[src/rtl/life_generation_controller.sv]
// Sequencer for the 16x16 Life engine: seeds the board, issues generations, captures results (`LIFE_AUTO_HALT_EN enables auto-halt).
// Latency: cmd_step -> step_en 1 cycle; next_valid -> board/gen_cnt 1 cycle. Backpressure: load_ready high only in IDLE.
module life_generation_controller #(
    parameter int unsigned TICK_DIV = 50_000_000,
    parameter int unsigned WAIT_MAX = 1024
) (
    input  logic         clk,
    input  logic         reset,
    input  logic         load_valid,
    input  logic [3:0]   load_row,
    input  logic [15:0]  load_data,
    output logic         load_ready,
    input  logic         cmd_run,
    input  logic         cmd_pause,
    input  logic         cmd_step,
    input  logic         cmd_clear,
    input  logic [255:0] next_board,
    input  logic         next_valid,
    output logic [255:0] board,
    output logic         step_en,
    output logic [31:0]  gen_cnt,
    output logic [2:0]   state,
    output logic         stable,
    output logic         extinct,
    output logic         error
);

    typedef enum logic [2:0] {
        S_IDLE  = 3'd0,
        S_RUN   = 3'd1,
        S_ISSUE = 3'd2,
        S_WAIT  = 3'd3,
        S_HALT  = 3'd4
    } state_t;

`ifdef LIFE_AUTO_HALT_EN
    localparam logic AUTO_HALT = 1'b1;
`else
    localparam logic AUTO_HALT = 1'b0;
`endif

    localparam logic [31:0] TICK_LAST = 32'(TICK_DIV - 1);
    localparam logic [31:0] WAIT_LAST = 32'(WAIT_MAX - 1);

    state_t        cur_state, nxt_state;
    logic          run_mode, run_mode_n;
    logic          pause_pending, pause_pending_n;
    logic [31:0]   tick_cnt, tick_cnt_n;
    logic [31:0]   wait_cnt, wait_cnt_n;
    logic [255:0]  board_n;
    logic [31:0]   gen_cnt_n;
    logic          stable_n, error_n;
    logic          res_same, res_zero;

    assign res_same   = (next_board == board);
    assign res_zero   = (next_board == '0);
    assign state      = cur_state;
    assign step_en    = (cur_state == S_ISSUE);
    assign load_ready = (cur_state == S_IDLE);
    assign extinct    = (board == '0);

    always_comb begin
        nxt_state       = cur_state;
        run_mode_n      = run_mode;
        pause_pending_n = pause_pending;
        tick_cnt_n      = tick_cnt;
        wait_cnt_n      = wait_cnt;
        board_n         = board;
        gen_cnt_n       = gen_cnt;
        stable_n        = stable;
        error_n         = error;

        if (cmd_clear) begin
            nxt_state       = S_IDLE;
            board_n         = '0;
            gen_cnt_n       = '0;
            stable_n        = 1'b0;
            error_n         = 1'b0;
            run_mode_n      = 1'b0;
            pause_pending_n = 1'b0;
            tick_cnt_n      = '0;
            wait_cnt_n      = '0;
        end else begin
            case (cur_state)
                S_IDLE: begin
                    if (load_valid) begin
                        board_n[{load_row, 4'h0} +: 16] = load_data;
                        stable_n = 1'b0;
                    end
                    // pause outranks run/step even though there is nothing to stop
                    if (!cmd_pause) begin
                        if (cmd_run) begin
                            run_mode_n = 1'b1;
                            tick_cnt_n = '0;
                            nxt_state  = S_RUN;
                        end else if (cmd_step) begin
                            run_mode_n = 1'b0;
                            nxt_state  = S_ISSUE;
                        end
                    end
                end
                S_RUN: begin
                    if (cmd_pause) begin
                        run_mode_n = 1'b0;
                        nxt_state  = S_IDLE;
                    end else if (tick_cnt == TICK_LAST) begin
                        tick_cnt_n = '0;
                        nxt_state  = S_ISSUE;
                    end else begin
                        tick_cnt_n = tick_cnt + 32'd1;
                    end
                end
                S_ISSUE: begin
                    wait_cnt_n = '0;
                    nxt_state  = S_WAIT;
                    if (cmd_pause) pause_pending_n = 1'b1;
                end
                S_WAIT: begin
                    if (next_valid) begin
                        board_n   = next_board;
                        gen_cnt_n = gen_cnt + 32'd1;
                        stable_n  = res_same;
                        // a pause arriving with the result still stops after it
                        if (!run_mode || pause_pending || cmd_pause) begin
                            run_mode_n      = 1'b0;
                            pause_pending_n = 1'b0;
                            nxt_state       = S_IDLE;
                        end else if (AUTO_HALT && (res_same || res_zero)) begin
                            nxt_state = S_HALT;
                        end else begin
                            tick_cnt_n = '0;
                            nxt_state  = S_RUN;
                        end
                    end else if (wait_cnt == WAIT_LAST) begin
                        error_n         = 1'b1;
                        run_mode_n      = 1'b0;
                        pause_pending_n = 1'b0;
                        nxt_state       = S_IDLE;
                    end else begin
                        wait_cnt_n = wait_cnt + 32'd1;
                        if (cmd_pause) pause_pending_n = 1'b1;
                    end
                end
                S_HALT: begin
                    if (cmd_pause) begin
                        run_mode_n      = 1'b0;
                        pause_pending_n = 1'b0;
                        nxt_state       = S_IDLE;
                    end
                end
                default: nxt_state = S_IDLE;
            endcase
        end
    end

    always_ff @(posedge clk) begin
        if (reset) begin
            cur_state     <= S_IDLE;
            run_mode      <= 1'b0;
            pause_pending <= 1'b0;
            tick_cnt      <= '0;
            wait_cnt      <= '0;
            board         <= '0;
            gen_cnt       <= '0;
            stable        <= 1'b0;
            error         <= 1'b0;
        end else begin
            cur_state     <= nxt_state;
            run_mode      <= run_mode_n;
            pause_pending <= pause_pending_n;
            tick_cnt      <= tick_cnt_n;
            wait_cnt      <= wait_cnt_n;
            board         <= board_n;
            gen_cnt       <= gen_cnt_n;
            stable        <= stable_n;
            error         <= error_n;
        end
    end

endmodule

[config.mk]
export PLATFORM = sky130hd
export DESIGN_NAME = life_generation_controller
export DESIGN_NICKNAME = d
export VERILOG_FILES = /design/src/rtl/life_generation_controller.sv
export SDC_FILE = /design/constraint.sdc
export NUM_CORES = 1
export LEC_CHECK = 0
export CAP_MARGIN = 20
export CORE_MARGIN = 8
export CORE_UTILIZATION = 40
export CTS_BUF_LIST = sky130_fd_sc_hd__clkbuf_4
export DETAILED_ROUTE_END_ITERATION = 8
export DONT_BUFFER_PORTS = 1
export GPL_TIMING_DRIVEN = 0
export SYNTH_ARGS = -nofsm -noshare
export SYNTH_HDL_FRONTEND = slang
export SYNTH_SLANG_ARGS = --single-unit
[constraint.sdc]
create_clock -name clk -period 3.8 [get_ports clk]
set_input_delay 0.57 -clock clk [delete_from_list [all_inputs] [get_ports clk]]
set_output_delay 0.57 -clock clk [all_outputs]
set_load 0.02 [all_outputs]
==> results.toml <==
[yosys]
yosysWarnings = 0
syn_avg_cell_area_um2 = 7.76
yosys_most_used_dff = "dfxtp_1"
synthCells = 2547
synth_area_leaders = "dfxtp_1, nor2_1, a22oi_1"
netlist.area_leader.share_pct = 36.2
synth_edf_count = 0
syn_nets = 2837
synth_top_area_cell = "dfxtp_1"
synth_area_um2 = 19800
async_flop_share_pct = 0
ys_seq_area_share_pct = 36.2
yosysUniqueCellTypes = 61
ys_ff_latch = 358

[timing]
whs_ns = 0.0364
worst_pin_slew_ns = 1.33
fmaxAchievable_mhz = 261
setup_violations = 2
relSlewSlack_pct = 11.0
maxSlewViolCount = 0
period_share_pct = 101
fin_skew_ns = 0.0592
finalHoldViolations = 0
min_period_ns = 3.83
setup_ws_ns = -0.0339

[power]
clockPowerShare_pct = 42.9
sw_frac_of_total_pct = 32.1
finalPower_uw = 8960
vdd_ir_drop_max_mv = 0.285
seqPwrFrac_pct = 43.2
power.density_nw_per_um2 = 363
internal_power_uw = 6090
p_sw_uw = 2880
power.share.combinational_pct = 13.9
leakagePower_uw = 0.00812

[grt]
grt_pass1_vias = 23677
grt_max_degree = 16
antenna_found_initial = 18
grt_pass1_wl_mm = 192
grt_usage_pct = 47.7
overflow = 0

[finish]
layout_commonest_cell = "nor2_1"
num-nets-final = 3202
layout_common_cells = "nor2_1, dfxtp_1, dlygate4sd3_1, a21oi_1, clkbuf_1"
regArea_um2 = 7170
drive_gt1_share_pct = 7.71
utilization_pct = 50.6
multiInputGateArea_um2 = 11800
synthToLayoutAreaGrowth_pct = 25.0
fillerInstances = 4839

[routing]
drt_iter0_markers = 4347
drt_pass1_iterations = 9
drc = 14
drtAntennaViolNets = 0
vias = 25605
vias_per_cell = 6.97
wl_mm = 143
wire_per_inst_um = 39.0

[floorplan]
num_rows = 81
start_util_pct = 40.5
core_area_um2 = 48800
fp.dieArea_um2 = 56800
die_y_um = 238
die_x_um = 238
io_pins = 580

[status]
failed_checks = "design-rule violations, negative setup slack"
status = "complete, but fails checks"

[flow_run]
cap_viol_max_count = 0

[placed_design]
hpwlAfterDp_mm = 110
numPortBuffers = 0
dp_slack_ns = -0.449
gp_congestion = 1.05

[cts]
cts.htree.levels = 3
clk_path_buf_depth = 3
clk_latency_ns = 0.95
root_buffer = "clkbuf_4"
numCtsBuffers = 101
clk_pin_slew_ns = 0.08
clock-sinks = 358
cts_tree = "done"

[hold_path]
hold_class = "input pin to register"

[worst_setup_path]
crit_arrival_ns = 3.26
worst_setup_path_end_kind = "output pin"
crit_path_max_fanout = 5
cp_data_required_time_ns = 3.23
crit_path_start_kind = "register"
crit_type = "register to output pin"
==> final timing paths <==
path              cells after the start  slack (ns)     endpoint       startpoint
hold reg to reg                       2        0.48  tick_cnt[1]      tick_cnt[1]
setup reg to reg                      9       -0.02    board[37]         state[1]
setup / recovery                      4       -0.03      extinct       board[209]
hold / removal                        4        0.04   board[110]  next_board[110]
==> per-stage QoR <==
| stage | setup TNS, ns | instances | area [um2] |
|---|---|---|---|
| after floorplan | 0 | 2547 | 19800 |
| after global placement | -15.40 | 3211 | 20600 |
| after detailed placement | -9.26 | 3230 | 20800 |
| after CTS | 0 | 3655 | 24600 |
| after global routing | -0.00354 | 3667 | 24700 |
| final | -0.0497 | 3672 | 24700 |
==> cells by family (layout without fill, tap and decap cells) <==
group | count (synthesis) | after routing | share of synthesized area (%)
compound gates | 699 | 699 | 23.8
xor+xnor | 212 | 212 | 9.39
fa+ha+maj | 6 | 6 | 0.380
buf+inv | 246 | 694 | 4.78
flops | 358 | 358 | 36.2
mux | 1 | 1 | 0.0506
other cells | 1 | 14 | 0.0190
simple gates | 1024 | 1024 | 25.3
==> worst max-delay path, stage by stage, from the launching register on <==
cell and delay (ns):
dfxtp_1 0.48, nor4_2 0.62, nand4_1 0.35, nor4_1 0.49, and4_4 0.40
==> synth_stat cells (10+ instances only) <==
cell       number
nand3_1        50
nand2b_1       36
a21oi_1       153
nor2b_1        85
xor2_1        114
clkbuf_1      152
o211ai_1       10
o21ai_0        30
a211oi_1      132
o22ai_1       142
nand2_1        65
nand4_1        77
a2111oi_0      25
nor2_1        493
xnor2_1        98
or3_1          15
dfxtp_1       358
a22oi_1       145
inv_1          69
nor3_1         15
and3_1         16
or4_1          22
buf_1          16
nor4_1        117
==> state kept, by name, indices dropped and copies added (netlist names) <==
register / count
board: 256
run_mode: 1
tick_cnt: 32
gen_cnt: 32
state: 2
error: 1
wait_cnt: 32
pause_pending: 1
stable: 1
==> final cells by class <==
| type | count | area share (%) |
|---|---|---|
| sequential | 358 | 29.0 |
| antenna | 13 | 0.132 |
| timing repair buffer | 262 | 10.6 |
| clock inverter | 36 | 0.770 |
| clock buffer | 150 | 4.56 |
| tap | 664 | 3.36 |
| inverter | 69 | 1.05 |
| multi-input combinational | 1943 | 47.8 |
| buffer | 177 | 2.77 |
==> power groups by stage <==
stage | Sequential [uW] | Clock, uW | Combinational [uW]
after floorplan | 3920 | 0 | 469
after global placement | 3950 | 0 | 875
after detailed placement | 3950 | 0 | 897
after CTS | 3860 | 3790 | 1150
after global routing | 3870 | 4020 | 1230
final | 3870 | 3840 | 1250
==> per-layer routing <==
| layer | vias up | global-route usage [%] | share of wire [%] |
|---|---|---|---|
| li1 | 10143 | - | - |
| met1 | 12138 | 56.1 | 35 |
| met2 | 2571 | 69.2 | 40 |
| met3 | 747 | 23.0 | 16 |
| met4 | 6 | 29.7 | 8.2 |
| met5 | - | 0 | 0.027 |
==> repair_timing <==
| action | in CTS | in global routing |
|---|---|---|
| setup endpoints to repair | 1 | 1 |
| setup buffers | 0 | 0 |
| pin swaps | 0 | 2 |
| hold buffers | 239 | 0 |
| gates resized for setup | 15 | 8 |
| endpoints found under the hold margin | 240 | 0 |
Power figures use the tool's default switching activity.
